==> config.mk <==
export PLATFORM = sky130hd
export DESIGN_NAME = interrupt_read_controller_flat
export DESIGN_NICKNAME = d
export VERILOG_FILES = /design/src/rtl/interrupt_read_controller_if.sv /design/src/rtl/interrupt_read_controller.sv /design/src/flat_wrapper.sv
export SDC_FILE = /design/constraint.sdc
export NUM_CORES = 1
export LEC_CHECK = 0
export CAP_MARGIN = 30
export CORE_UTILIZATION = 39
export DETAILED_ROUTE_END_ITERATION = 6
export GPL_TIMING_DRIVEN = 0
export PLACE_DENSITY = 0.86
export SETUP_SLACK_MARGIN = 0.3
export SLEW_MARGIN = 20
export SYNTH_ARGS = -nofsm -noshare
export SYNTH_HDL_FRONTEND = slang
export SYNTH_SLANG_ARGS = --single-unit
==> constraint.sdc <==
create_clock -name clock -period 2.6 [get_ports clock]
set_input_delay 0.39 -clock clock [delete_from_list [all_inputs] [get_ports clock]]
set_output_delay 0.39 -clock clock [all_outputs]
set_load 0.02 [all_outputs]
==> src/rtl/interrupt_read_controller_if.sv <==
// rtl/interrupt_read_controller_if.sv - bus/register bundle between 8259A bus control and the read controller
interface interrupt_read_controller_if;
  logic       read_strobe;
  logic       address;
  logic       write_initial_command_word_1;
  logic       write_operation_control_word_3_registers;
  logic [7:0] internal_data_bus;
  logic       enable_read_register;
  logic       read_register_isr_or_irr;
  logic [7:0] interrupt_request_register;
  logic [7:0] in_service_register;
  logic [7:0] interrupt_mask;
  logic [7:0] highest_level_in_request;
  logic [7:0] data_bus_out;
  logic       data_bus_out_enable;
  logic       poll_acknowledge;
  logic [2:0] poll_level;

  modport master (
    output read_strobe, address,
    output write_initial_command_word_1, write_operation_control_word_3_registers,
    output internal_data_bus, enable_read_register, read_register_isr_or_irr,
    output interrupt_request_register, in_service_register, interrupt_mask,
    output highest_level_in_request,
    input  data_bus_out, data_bus_out_enable, poll_acknowledge, poll_level
  );

  modport slave (
    input  read_strobe, address,
    input  write_initial_command_word_1, write_operation_control_word_3_registers,
    input  internal_data_bus, enable_read_register, read_register_isr_or_irr,
    input  interrupt_request_register, in_service_register, interrupt_mask,
    input  highest_level_in_request,
    output data_bus_out, data_bus_out_enable, poll_acknowledge, poll_level
  );
endinterface

==> src/rtl/interrupt_read_controller.sv <==
// rtl/interrupt_read_controller.sv - 8259A read path: IRR/ISR/IMR/poll snapshot and poll acknowledge
module interrupt_read_controller (
  input  logic                        clock,
  input  logic                        reset,
  interrupt_read_controller_if.slave  bus
);

  typedef enum logic {IDLE, READ_ACTIVE} state_t;
  typedef enum logic [2:0] {SRC_NONE, SRC_IRR, SRC_ISR, SRC_IMR, SRC_POLL} source_t;

  state_t     state, state_next;
  source_t    source, source_next;
  logic       poll_pending, poll_pending_next;
  logic       read_strobe_prev;
  logic [7:0] data_q, data_next;
  logic       enable_q, enable_next;
  logic       ack_q, ack_next;
  logic [2:0] level_q, level_next;
  logic [7:0] poll_word;
  logic       read_start;
  logic       unused_data_bits;

  // Only D2 (poll command) matters here; the OCW3 block decodes the rest.
  assign unused_data_bits = ^{bus.internal_data_bus[7:3], bus.internal_data_bus[1:0]};

  // Downward scan so the lowest set index is the one left standing.
  always_comb begin
    poll_word = 8'h00;
    for (int i = 7; i >= 0; i--) begin
      if (bus.highest_level_in_request[i]) begin
        poll_word = {1'b1, 4'b0000, i[2:0]};
      end
    end
  end

  assign read_start = bus.read_strobe && !read_strobe_prev && (state == IDLE);

  always_comb begin
    state_next        = state;
    source_next       = source;
    poll_pending_next = poll_pending;
    data_next         = data_q;
    enable_next       = enable_q;
    ack_next          = 1'b0;
    level_next        = 3'd0;

    unique case (state)
      IDLE: begin
        if (read_start) begin
          state_next  = READ_ACTIVE;
          enable_next = 1'b1;
          if (poll_pending) begin
            source_next = SRC_POLL;
            data_next   = poll_word;
          end else if (bus.address) begin
            source_next = SRC_IMR;
            data_next   = bus.interrupt_mask;
          end else if (bus.enable_read_register) begin
            source_next = bus.read_register_isr_or_irr ? SRC_ISR : SRC_IRR;
            data_next   = bus.read_register_isr_or_irr ? bus.in_service_register
                                                       : bus.interrupt_request_register;
          end else begin
            source_next = SRC_NONE;
            data_next   = 8'h00;
            enable_next = 1'b0;
          end
        end
      end
      READ_ACTIVE: begin
        if (bus.write_initial_command_word_1) begin
          state_next  = IDLE;
          enable_next = 1'b0;
        end else if (!bus.read_strobe) begin
          state_next  = IDLE;
          enable_next = 1'b0;
          if (source == SRC_POLL) begin
            poll_pending_next = 1'b0;
            ack_next          = data_q[7];
            level_next        = data_q[7] ? data_q[2:0] : 3'd0;
          end
        end
      end
      default: state_next = IDLE;
    endcase

    // A fresh poll command outlives a same-cycle poll completion; ICW1 beats both.
    if (bus.write_operation_control_word_3_registers && bus.internal_data_bus[2]) begin
      poll_pending_next = 1'b1;
    end
    if (bus.write_initial_command_word_1) begin
      poll_pending_next = 1'b0;
    end
  end

  always_ff @(posedge clock) begin
    if (reset) begin
      state            <= IDLE;
      source           <= SRC_NONE;
      poll_pending     <= 1'b0;
      read_strobe_prev <= 1'b0;
      data_q           <= 8'h00;
      enable_q         <= 1'b0;
      ack_q            <= 1'b0;
      level_q          <= 3'd0;
    end else begin
      state            <= state_next;
      source           <= source_next;
      poll_pending     <= poll_pending_next;
      read_strobe_prev <= bus.read_strobe;
      data_q           <= data_next;
      enable_q         <= enable_next;
      ack_q            <= ack_next;
      level_q          <= level_next;
    end
  end

  assign bus.data_bus_out        = data_q;
  assign bus.data_bus_out_enable = enable_q;
  assign bus.poll_acknowledge    = ack_q;
  assign bus.poll_level          = level_q;

endmodule
==> src/flat_wrapper.sv <==
// flat-port wrapper written by rule: the top's interface ports become plain ports
module interrupt_read_controller_flat 
  (clock, reset, bus_read_strobe, bus_address, bus_write_initial_command_word_1, bus_write_operation_control_word_3_registers, bus_internal_data_bus, bus_enable_read_register, bus_read_register_isr_or_irr, bus_interrupt_request_register, bus_in_service_register, bus_interrupt_mask, bus_highest_level_in_request, bus_data_bus_out, bus_data_bus_out_enable, bus_poll_acknowledge, bus_poll_level);
  interrupt_read_controller_if bus_i ();
  input  logic clock;
  input  logic reset;
  input wire logic [$bits(bus_i.read_strobe)-1:0] bus_read_strobe;
  input wire logic [$bits(bus_i.address)-1:0] bus_address;
  input wire logic [$bits(bus_i.write_initial_command_word_1)-1:0] bus_write_initial_command_word_1;
  input wire logic [$bits(bus_i.write_operation_control_word_3_registers)-1:0] bus_write_operation_control_word_3_registers;
  input wire logic [$bits(bus_i.internal_data_bus)-1:0] bus_internal_data_bus;
  input wire logic [$bits(bus_i.enable_read_register)-1:0] bus_enable_read_register;
  input wire logic [$bits(bus_i.read_register_isr_or_irr)-1:0] bus_read_register_isr_or_irr;
  input wire logic [$bits(bus_i.interrupt_request_register)-1:0] bus_interrupt_request_register;
  input wire logic [$bits(bus_i.in_service_register)-1:0] bus_in_service_register;
  input wire logic [$bits(bus_i.interrupt_mask)-1:0] bus_interrupt_mask;
  input wire logic [$bits(bus_i.highest_level_in_request)-1:0] bus_highest_level_in_request;
  output wire logic [$bits(bus_i.data_bus_out)-1:0] bus_data_bus_out;
  output wire logic [$bits(bus_i.data_bus_out_enable)-1:0] bus_data_bus_out_enable;
  output wire logic [$bits(bus_i.poll_acknowledge)-1:0] bus_poll_acknowledge;
  output wire logic [$bits(bus_i.poll_level)-1:0] bus_poll_level;
  assign bus_i.read_strobe = bus_read_strobe;
  assign bus_i.address = bus_address;
  assign bus_i.write_initial_command_word_1 = bus_write_initial_command_word_1;
  assign bus_i.write_operation_control_word_3_registers = bus_write_operation_control_word_3_registers;
  assign bus_i.internal_data_bus = bus_internal_data_bus;
  assign bus_i.enable_read_register = bus_enable_read_register;
  assign bus_i.read_register_isr_or_irr = bus_read_register_isr_or_irr;
  assign bus_i.interrupt_request_register = bus_interrupt_request_register;
  assign bus_i.in_service_register = bus_in_service_register;
  assign bus_i.interrupt_mask = bus_interrupt_mask;
  assign bus_i.highest_level_in_request = bus_highest_level_in_request;
  assign bus_data_bus_out = bus_i.data_bus_out;
  assign bus_data_bus_out_enable = bus_i.data_bus_out_enable;
  assign bus_poll_acknowledge = bus_i.poll_acknowledge;
  assign bus_poll_level = bus_i.poll_level;
  interrupt_read_controller u_core (.clock(clock), .reset(reset), .bus(bus_i));
endmodule
; Word level (Yosys, flattened, before mapping)
; Cells that the tools add are included.
[totals]
register_bits = 19
wordCells = 58
inputBits = 48
out_inout_bits = 13
[op_classes]
muxes = 31
n_eq_ne = 4
bitwise = 3
reduce_logical = 12
[ops]
columns = cell, count
row1 = 2-to-1 mux 8 bit, 12
row2 = 2-to-1 mux 1 bit, 13
row3 = 2-to-1 mux 3 bit, 3
row4 = OR reduction 6 bit, 1
row5 = OR reduction 5 bit, 1
row6 = "inequality test 2 x 1 -> 1 bit, second input constant", 2
row7 = case mux 1 bit (2 select lines), 2
row8 = AND reduction 2 bit, 2
row9 = nonzero test 2 bit, 2
row10 = "equality test 3 bit, second input constant", 1
row11 = logical AND 1 bit, 3
row12 = "inequality test 3 bit, second input constant", 1
row13 = inverter 1 bit, 3
row14 = AND reduction 3 bit, 1
row15 = 2-to-1 mux 2 bit, 1
row16 = OR reduction 2 bit, 1
row17 = zero test 1 bit, 1

; Depth between registers and ports, before layout
; Gate-level depths: netlist (run 1).
[depth]
ltp_word = 9
depth_mapped = 5
ltp_nobuf = 4

; Worst setup path after synthesis (run 1)
; OpenSTA, ideal clock, no wires.
[synth_path]
kind = in2reg
startpoint = input bus_read_strobe
endpoint = register u_core.data_q[0] (netlist: u_core.bus.data_bus_out[0])
cell_stages = 4
arrival_ps = 1184
n_path_buf = 1
path_slack_ps = 1285
setup_ps = 131
required_ps = 2469
cell_sequence = or3b_4 clkbuf_8 a22oi_2 a21oi_2
[synth_via]
elab_chain_cells = 3
[synth_lines]
columns = element, line
row1 = "start, declared", flat_wrapper.sv:7  ; input wire logic [$bits(bus_i.read_strobe)-1:0] bus_read_strobe;
row2 = logical AND 1 bit (2 in series), interrupt_read_controller.sv:36  ; assign read_start = bus.read_strobe && !read_strobe_prev && (state == IDLE);
row3 = AND reduction 2 bit (no line), --
row4 = "end signal, assigned", interrupt_read_controller.sv:110  ; data_q <= data_next;
row5 = "end, declared", interrupt_read_controller.sv:15  ; logic [7:0] data_q, data_next;
; Every way passes these cells.
; A chain may end at the register's enable or synchronous reset.

; Worst setup path after layout (run 1)
[layout_path]
startpoint = register u_core.data_q[0] (netlist: u_core.bus.data_bus_out[0])
endpoint = output bus_data_bus_out[0]
[layout_rtl]
columns = element, line
row1 = "end, declared", flat_wrapper.sv:18  ; output wire logic [$bits(bus_i.data_bus_out)-1:0] bus_data_bus_out;
; No word-level cell between the ends.

==> results of run 1 <==
-- worst paths after layout --
path	startpoint	to	slack, ps
worst min-delay path	u_core.source[0]	u_core.source[0]	470
worst max register to register	u_core.state	u_core.bus.data_bus_out[0]	1180
worst max-delay path	u_core.bus.data_bus_out[0]	bus_data_bus_out[0]	890
worst min register to register	u_core.source[0]	u_core.source[0]	470
-- power by group --
group / internal [mW] / switching (mW)
Clock: 0.0576 / 0.0935
Sequential: 0.304 / 0.0108
Combinational: 0.0997 / 0.0711
-- synthesized netlist by cell type (2+ instances only) --
master,instances
sky130_fd_sc_hd__dfxtp_1,19
sky130_fd_sc_hd__nand2_1,17
sky130_fd_sc_hd__nor2_1,12
sky130_fd_sc_hd__mux2i_1,9
sky130_fd_sc_hd__o21ai_0,9
sky130_fd_sc_hd__a21oi_1,8
sky130_fd_sc_hd__a22oi_1,4
sky130_fd_sc_hd__and2_1,4
sky130_fd_sc_hd__clkbuf_1,3
sky130_fd_sc_hd__nor2b_1,3
sky130_fd_sc_hd__nor3_1,3
sky130_fd_sc_hd__and2b_1,2
sky130_fd_sc_hd__inv_1,2
sky130_fd_sc_hd__o211ai_1,2
sky130_fd_sc_hd__o31ai_1,2
-- state kept, by name, indices dropped and copies added, names as in the netlist --
signal	count
u_core.bus.data_bus_out	8
u_core.bus.data_bus_out_enable	1
u_core.bus.poll_acknowledge	1
u_core.bus.poll_level	3
u_core.poll_pending	1
u_core.read_strobe_prev	1
u_core.source	3
u_core.state	1
-- routing by layer --
metal | vias to the layer above | part of all wire | routed length (um)
met5 | - | 0 | 0
li1 | 523 | - | -
met4 | 0 | 0.027 | 75
met3 | 9 | 0.070 | 192
met1 | 457 | 0.37 | 1020
met2 | 55 | 0.53 | 1450
-- final cells by class --
type / count / area [um2]
fill: 192 / 729
multi-input combinational: 89 / 543
sequential: 19 / 380
inverter: 2 / 7.51
timing repair buffer: 52 / 520
buffer: 5 / 32.5
clock buffer: 3 / 22.5
tap: 28 / 35.0
clock inverter: 1 / 5.00
-- per-stage QoR --
| stage | power, mW | cells | utilization |
|---|---|---|---|
| floorplan | 0.394 | 115 | - |
| global placement | 0.485 | 195 | 0.667 |
| detailed placement | 0.492 | 195 | 0.667 |
| CTS | 0.641 | 199 | 0.679 |
| global route | 0.672 | 199 | 0.679 |
| finish | 0.637 | 199 | 0.679 |
-- logic make-up after synthesis --
kind of cell,after synthesis,synth area share
buffers and inverters,7,0.0416
AO/OA/AOI/OAI,32,0.225
multiplexers,9,0.0935
flip-flops,19,0.395
AND/OR/NAND/NOR,48,0.245
-- worst reg2reg max path, cell delays in order, from the launching register on --
cell and delay [ps]:
sky130_fd_sc_hd__dfxtp_1 380, sky130_fd_sc_hd__or3b_4 450, sky130_fd_sc_hd__clkbuf_8 190, sky130_fd_sc_hd__a22oi_2 210
sky130_fd_sc_hd__a21oi_2 70
-- cells in the final DEF (no fill, tap or decap), drive strengths merged, types with 4 or more instances in the layout --
cell type,netlist,layout
mux2i,9,9
nor2,13,13
dfxtp,19,19
clkdlybuf4s50,0,52
and2,4,4
o21ai,9,9
a22oi,5,5
a21oi,9,9
nand2,17,17
clkbuf,4,7
==> impl_metrics.sql, run 1 <==
INSERT INTO impl_metrics (metric_group, metric, value, unit) VALUES
('synth', 'sequential_cell_area_fraction_in_the_yosys_report', '0.395', ''),
('global_routing', 'gr-total-overflow', '0', ''),
('routing', 'detail_route.iter0.violations', '16', ''),
('cells_and_area', 'syn2layout_area_growth', '60.5', '%'),
('die', 'floorplan.io_pins', '61', ''),
('clocking', 'cts_hold_repair.buffers', '0', ''),
('routing', 'finalWirelength', '2740', 'um'),
('die', 'die_h', '51.7', 'um'),
('synth', 'top_cell_type_by_total_area_after_synthesis', 'sky130_fd_sc_hd__dfxtp_1', ''),
('sta', 'setup-violations-final', '0', ''),
('die', 'core', '2280', 'um2'),
('die', 'floorplan.die_area', '2670', 'um2'),
('hold_path', 'hp-class', 'flop to flop', ''),
('global_routing', 'grtUsageMet3', '0.0556', ''),
('sta', 'grt_setup_unrepaired', 'false', ''),
('synth', 'ys_ff_latch', '19', ''),
('global_routing', 'grt-busiest-layer', 'met2', ''),
('routing', 'route.vias.total', '1044', ''),
('placement', 'post-place-ws', '649', 'ps'),
('clocking', 'clkTransAtPathRegs', '100', 'ps'),
('placement', 'hpwlAfterDp', '2200', 'um'),
('cells_and_area', 'postLayoutCellArea', '1550', 'um2'),
('routing', 'post_drt_wl_per_cell', '13.8', 'um'),
('clocking', 'cts.repair_timing.setup_buffer_count', '0', ''),
('critical_path', 'critical_path_arrival', '1320', 'ps'),
('critical_path', 'worst_setup_path_start_kind', 'flop', ''),
('global_routing', 'globalRouteMet1Util', '0.209', ''),
('critical_path', 'critPathSlowestCell', 'sky130_fd_sc_hd__clkdlybuf4s50_1', ''),
('die', 'std_cell_rows', '17', ''),
('clocking', 'clock_latency_of_the_later_clocked_register_in_the_worst_skew_pair', '310', 'ps'),
('critical_path', 'worstPathCellList', 'clkdlybuf4s50_1', ''),
('sta', 'final_period_minus_worst_setup_slack', '1710', 'ps'),
('cells_and_area', 'antenna_cells', '0', ''),
('die', 'dieWidth', '51.7', 'um'),
('sta', 'timing.max_slew.rel_slack', '0.695', ''),
('synth', 'synth-edff-count', '0', ''),
('clocking', 'tritoncts_clock_tree', 'yes', ''),
('clocking', 'postCtsResizedCells', '0', ''),
('placement', 'dpl-instance-area', '1520', 'um2'),
('routing', 'drt_pass1_iterations', '4', ''),
('synth', 'postSynthNetCount', '163', ''),
('pwr', 'worst_ir_drop_on_vdd', '0.307', 'mV'),
('critical_path', 'crit_path_max_fanout', '3', ''),
('hold_path', 'hold_path_depth', '2', ''),
('sta', 'skew', '6.74', 'ps'),
('global_routing', 'grt_max_degree', '12', ''),
('sta', 'pins_over_slew_limit', '0', ''),
('placement', 'place.gp.congestion', '0.835', ''),
('routing', 'route.detailed.vias_per_inst', '5.25', ''),
('clocking', 'max_root_sink_buffers', '2', ''),
('cells_and_area', 'fin_nets', '220', ''),
('die', 'initial_core_utilization', '0.423', ''),
('clocking', 'cts.sinks', '19', ''),
('global_routing', 'global_route_wire_length_before_repair', '4390', 'um'),
('global_routing', 'first_global_vias', '1095', ''),
('sta', 'fin_setup_tns', '0', 'ps'),
('critical_path', 'timing.critical_path.max_delay_family', 'buffers and inverters', ''),
('sta', 'layout_worst_path_cycle_share', '0.657', ''),
('sta', 'timing.fmax', '585', 'MHz'),
('job', 'timing.max_cap.violations', '0', ''),
('critical_path', 'critical-path-max-stage-delay', '620', 'ps'),
('sta', 'setup_ws', '891', 'ps'),
('critical_path', 'critPathCaptureType', 'output pin', ''),
('run_status', 'result_of_the_run', 'completed', ''),
('synth', 'ys.warnings.count', '0', ''),
('synth', 'synth_async_sr_flop_share', '0', ''),
('synth', 'yosysUniqueCellTypes', '31', ''),
('critical_path', 'crit_buf_inv', '1', ''),
('critical_path', 'critical_path_required', '2210', 'ps'),
('sta', 'final_hold_viol_count', '0', ''),
('critical_path', 'cp.depth', '1', '');
Note: power is estimated with default switching activity, not from simulation.
==> run 2: changes to the inputs <==
--- a/config.mk
+++ b/config.mk
@@ -6,10 +6,10 @@
 export NUM_CORES = 1
 export LEC_CHECK = 0
 export CAP_MARGIN = 30
-export CORE_UTILIZATION = 39
+export CORE_UTILIZATION = 32
 export DETAILED_ROUTE_END_ITERATION = 6
 export GPL_TIMING_DRIVEN = 0
-export PLACE_DENSITY = 0.86
+export PLACE_DENSITY = 0.76
 export SETUP_SLACK_MARGIN = 0.3
 export SLEW_MARGIN = 20
 export SYNTH_ARGS = -nofsm -noshare
==> constraint.sdc (replaced) <==
create_clock -name clock -period 1.4 [get_ports clock]
set_input_delay 0.21 -clock clock [delete_from_list [all_inputs] [get_ports clock]]
set_output_delay 0.21 -clock clock [all_outputs]
set_load 0.02 [all_outputs]
==> run 2 against run 1 <==
The run now ends with DRC left. Design area grew 7.7%. Flip-flop and latch count is the same. Non-clock buffer count grew 6. Clock skew grew 5.9 ps. First-iteration DRC count grew 56%. Combinational power grew 110%. Global-route usage shrank 5.3 points. Sequential power grew 85%. Die area grew 21%. Clock power grew 81%. Worst hold slack lost 100 ps. Critical path type is now flop to flop. Largest power group unchanged.
==> impl_metrics.sql, run 2 (same netlist as run 1, synthesis figures left out) <==
INSERT INTO impl_metrics (metric_group, metric, value, unit) VALUES
('run_status', 'result_of_the_run', 'complete, but fails checks', ''),
('run_status', 'failing_checks', 'DRC', ''),
('global_routing', 'grt-busiest-layer', 'met2', ''),
('critical_path', 'critical_path_required', '1580', 'ps'),
('cells_and_area', 'postLayoutCellArea', '1670', 'um2'),
('placement', 'hpwlAfterDp', '2100', 'um'),
('critical_path', 'critPathSlowestCell', 'sky130_fd_sc_hd__or3b_4', ''),
('die', 'die_h', '56.9', 'um'),
('clocking', 'cts.sinks', '19', ''),
('placement', 'dp_cells', '198', ''),
('sta', 'skew', '12.6', 'ps'),
('routing', 'route.detailed.vias_per_inst', '5.07', ''),
('critical_path', 'timing.reg2reg.worst_path_depth', '4', ''),
('critical_path', 'timing.critical_path.max_delay_family', 'simple AND/OR/NAND/NOR gates', ''),
('clocking', 'tritoncts.num_buffers', '3', ''),
('die', 'initial_core_utilization', '0.343', ''),
('cells_and_area', 'drive_above_1_share', '0.260', ''),
('critical_path', 'cp.depth', '4', ''),
('die', 'floorplan.die_area', '3230', 'um2'),
('global_routing', 'gr-total-overflow', '0', ''),
('sta', 'setup-violations-final', '0', ''),
('global_routing', 'grtUsageMet3', '0.0484', ''),
('sta', 'layout_worst_path_cycle_share', '0.947', ''),
('global_routing', 'globalRouteMet1Util', '0.180', ''),
('sta', 'worst_slew_pin_slew', '459', 'ps'),
('sta', 'timing.fmax', '754', 'MHz'),
('sta', 'final_hold_viol_count', '0', ''),
('cells_and_area', 'most-common-layout-cells', 'sky130_fd_sc_hd__clkdlybuf4s50_1 (37), sky130_fd_sc_hd__nand2_1 (17), sky130_fd_sc_hd__dfxtp_1 (16), sky130_fd_sc_hd__nor2_1 (11), sky130_fd_sc_hd__buf_2 (11)', ''),
('critical_path', 'endpoint_of_the_most_critical_register_to_register_path', 'u_core.bus.data_bus_out[1]', ''),
('clocking', 'clock_latency_of_the_later_clocked_register_in_the_worst_skew_pair', '300', 'ps'),
('hold_path', 'hold_path.startpoint', 'bus_read_strobe', ''),
('cells_and_area', 'antenna_cells', '0', ''),
('critical_path', 'worst_setup_path_endpoint', 'u_core.bus.data_bus_out[1]', ''),
('global_routing', 'grt_antenna_before_repair', '0', ''),
('pwr', 'power.density_cell_area', '731', 'nW/um2'),
('job', 'timing.max_cap.violations', '0', ''),
('die', 'std_cell_rows', '19', ''),
('placement', 'post-place-ws', '-364', 'ps'),
('clocking', 'cts_root_buffer_type', 'sky130_fd_sc_hd__clkbuf_4', ''),
('clocking', 'tritoncts_clock_tree', 'yes', ''),
('cells_and_area', 'finish.cell_count_without_fillers', '208', ''),
('sta', 'setup_ws', '73.8', 'ps'),
('critical_path', 'startpoint', 'u_core.read_strobe_prev', ''),
('sta', 'final_period_minus_worst_setup_slack', '1330', 'ps'),
('clocking', 'cts_hold_repair.buffers', '0', ''),
('hold_path', 'hp-class', 'primary input to flop', ''),
('sta', 'timing.max_slew.rel_slack', '0.694', ''),
('sta', 'fin_setup_tns', '0', 'ps'),
('cells_and_area', 'fin_nets', '226', ''),
('die', 'core', '2810', 'um2'),
('placement', 'port_buffers', '52', ''),
('critical_path', 'critical_path_arrival', '1500', 'ps'),
('cells_and_area', 'largest_reg_flops', '8', ''),
('global_routing', 'gr-usage-all-layers', '0.172', ''),
('critical_path', 'crit_path_max_fanout', '5', ''),
('critical_path', 'critical-path-max-stage-delay', '440', 'ps'),
('die', 'dieWidth', '56.9', 'um'),
('pwr', 'leakagePower', '0.685', 'nW'),
('routing', 'detail_route.iter0.violations', '25', ''),
('routing', 'route.detailed.drc', '7', ''),
('pwr', 'power.total', '1.22', 'mW'),
('cells_and_area', 'layout.filler_cells', '262', ''),
('cells_and_area', 'syn2layout_area_growth', '72.9', '%'),
('global_routing', 'first_global_vias', '1001', ''),
('clocking', 'max_root_sink_buffers', '2', ''),
('clocking', 'clkTransAtPathRegs', '110', 'ps'),
('placement', 'place.gp.congestion', '0.789', ''),
('die', 'floorplan.io_pins', '61', ''),
('routing', 'finalWirelength', '2710', 'um'),
('clocking', 'h-tree-depth', '1', ''),
('routing', 'route.vias.total', '1054', ''),
('global_routing', 'use_met2', '0.328', ''),
('critical_path', 'crit_buf_inv', '1', ''),
('critical_path', 'type_of_the_worst_setup_path', 'flop to flop', ''),
('critical_path', 'worst_setup_path_start_kind', 'flop', ''),
('global_routing', 'grt_max_degree', '12', ''),
('routing', 'number_of_routed_nets_with_antenna_violations', '0', ''),
('sta', 'pins_over_slew_limit', '0', ''),
('cells_and_area', 'final_core_utilization', '0.594', ''),
('global_routing', 'global_route_wire_length_before_repair', '4250', 'um'),
('pwr', 'worst_ir_drop_on_vdd', '0.345', 'mV'),
('cells_and_area', 'final_common_cell', 'sky130_fd_sc_hd__clkdlybuf4s50_1', ''),
('critical_path', 'start_of_the_worst_register_to_register_path', 'u_core.read_strobe_prev', ''),
('placement', 'dpl-instance-area', '1530', 'um2'),
('routing', 'drt_pass1_iterations', '6', ''),
('cells_and_area', 'seq_area', '389', 'um2'),
('cells_and_area', 'multi_input_area', '629', 'um2'),
('critical_path', 'worstPathCellList', 'or3b_4, buf_8, a221oi_4, nor3_1', ''),
('sta', 'grt_setup_unrepaired', 'true', ''),
('critical_path', 'critPathCaptureType', 'flop', ''),
('routing', 'post_drt_wl_per_cell', '13.0', 'um'),
('sta', 'hold_ws', '368', 'ps'),
('critical_path', 'rrSetupSlack', '70', 'ps');
-- run 2: cell type report --
cell class | count | area share
inverters | 2 | 0.00451
repair buffers | 58 | 0.313
flip-flops and latches | 19 | 0.234
well taps | 31 | 0.0233
multi-input cells | 89 | 0.378
clock buffers | 3 | 0.0135
plain buffers | 5 | 0.0316
clock inverters | 1 | 0.00301
-- run 2: what timing repair did --
item | CTS | global route
resized for setup | 58 | 26
gates cloned | 1 | 0
endpoints found under the setup margin | 29 | 23
pin swaps | 4 | 7
setup buffers | 1 | 4
-- run 2: worst min path at each step --
stage | to | slack [ps] | depth (start not counted)
CTS | u_core.read_strobe_prev | 370 | 2
detailed placement | u_core.source[2] | 450 | 2
global route | u_core.read_strobe_prev | 370 | 2
global placement | u_core.source[0] | 450 | 2
finish | u_core.read_strobe_prev | 370 | 2
floorplan | u_core.bus.data_bus_out[2] | 280 | 1
-- run 2: layer usage --
layer	wire length, um	share of wire
met5	0	0
met4	0	0
met1	1110	0.41
met3	172	0.063
met2	1430	0.53
-- run 2: power by group --
| part | internal [mW] | switching (mW) | leakage [nW] |
|---|---|---|---|
| Clock | 0.106 | 0.166 | 0.0177 |
| Combinational | 0.207 | 0.154 | 0.511 |
| Sequential | 0.564 | 0.0196 | 0.157 |
| Total | 0.877 | 0.340 | 0.685 |
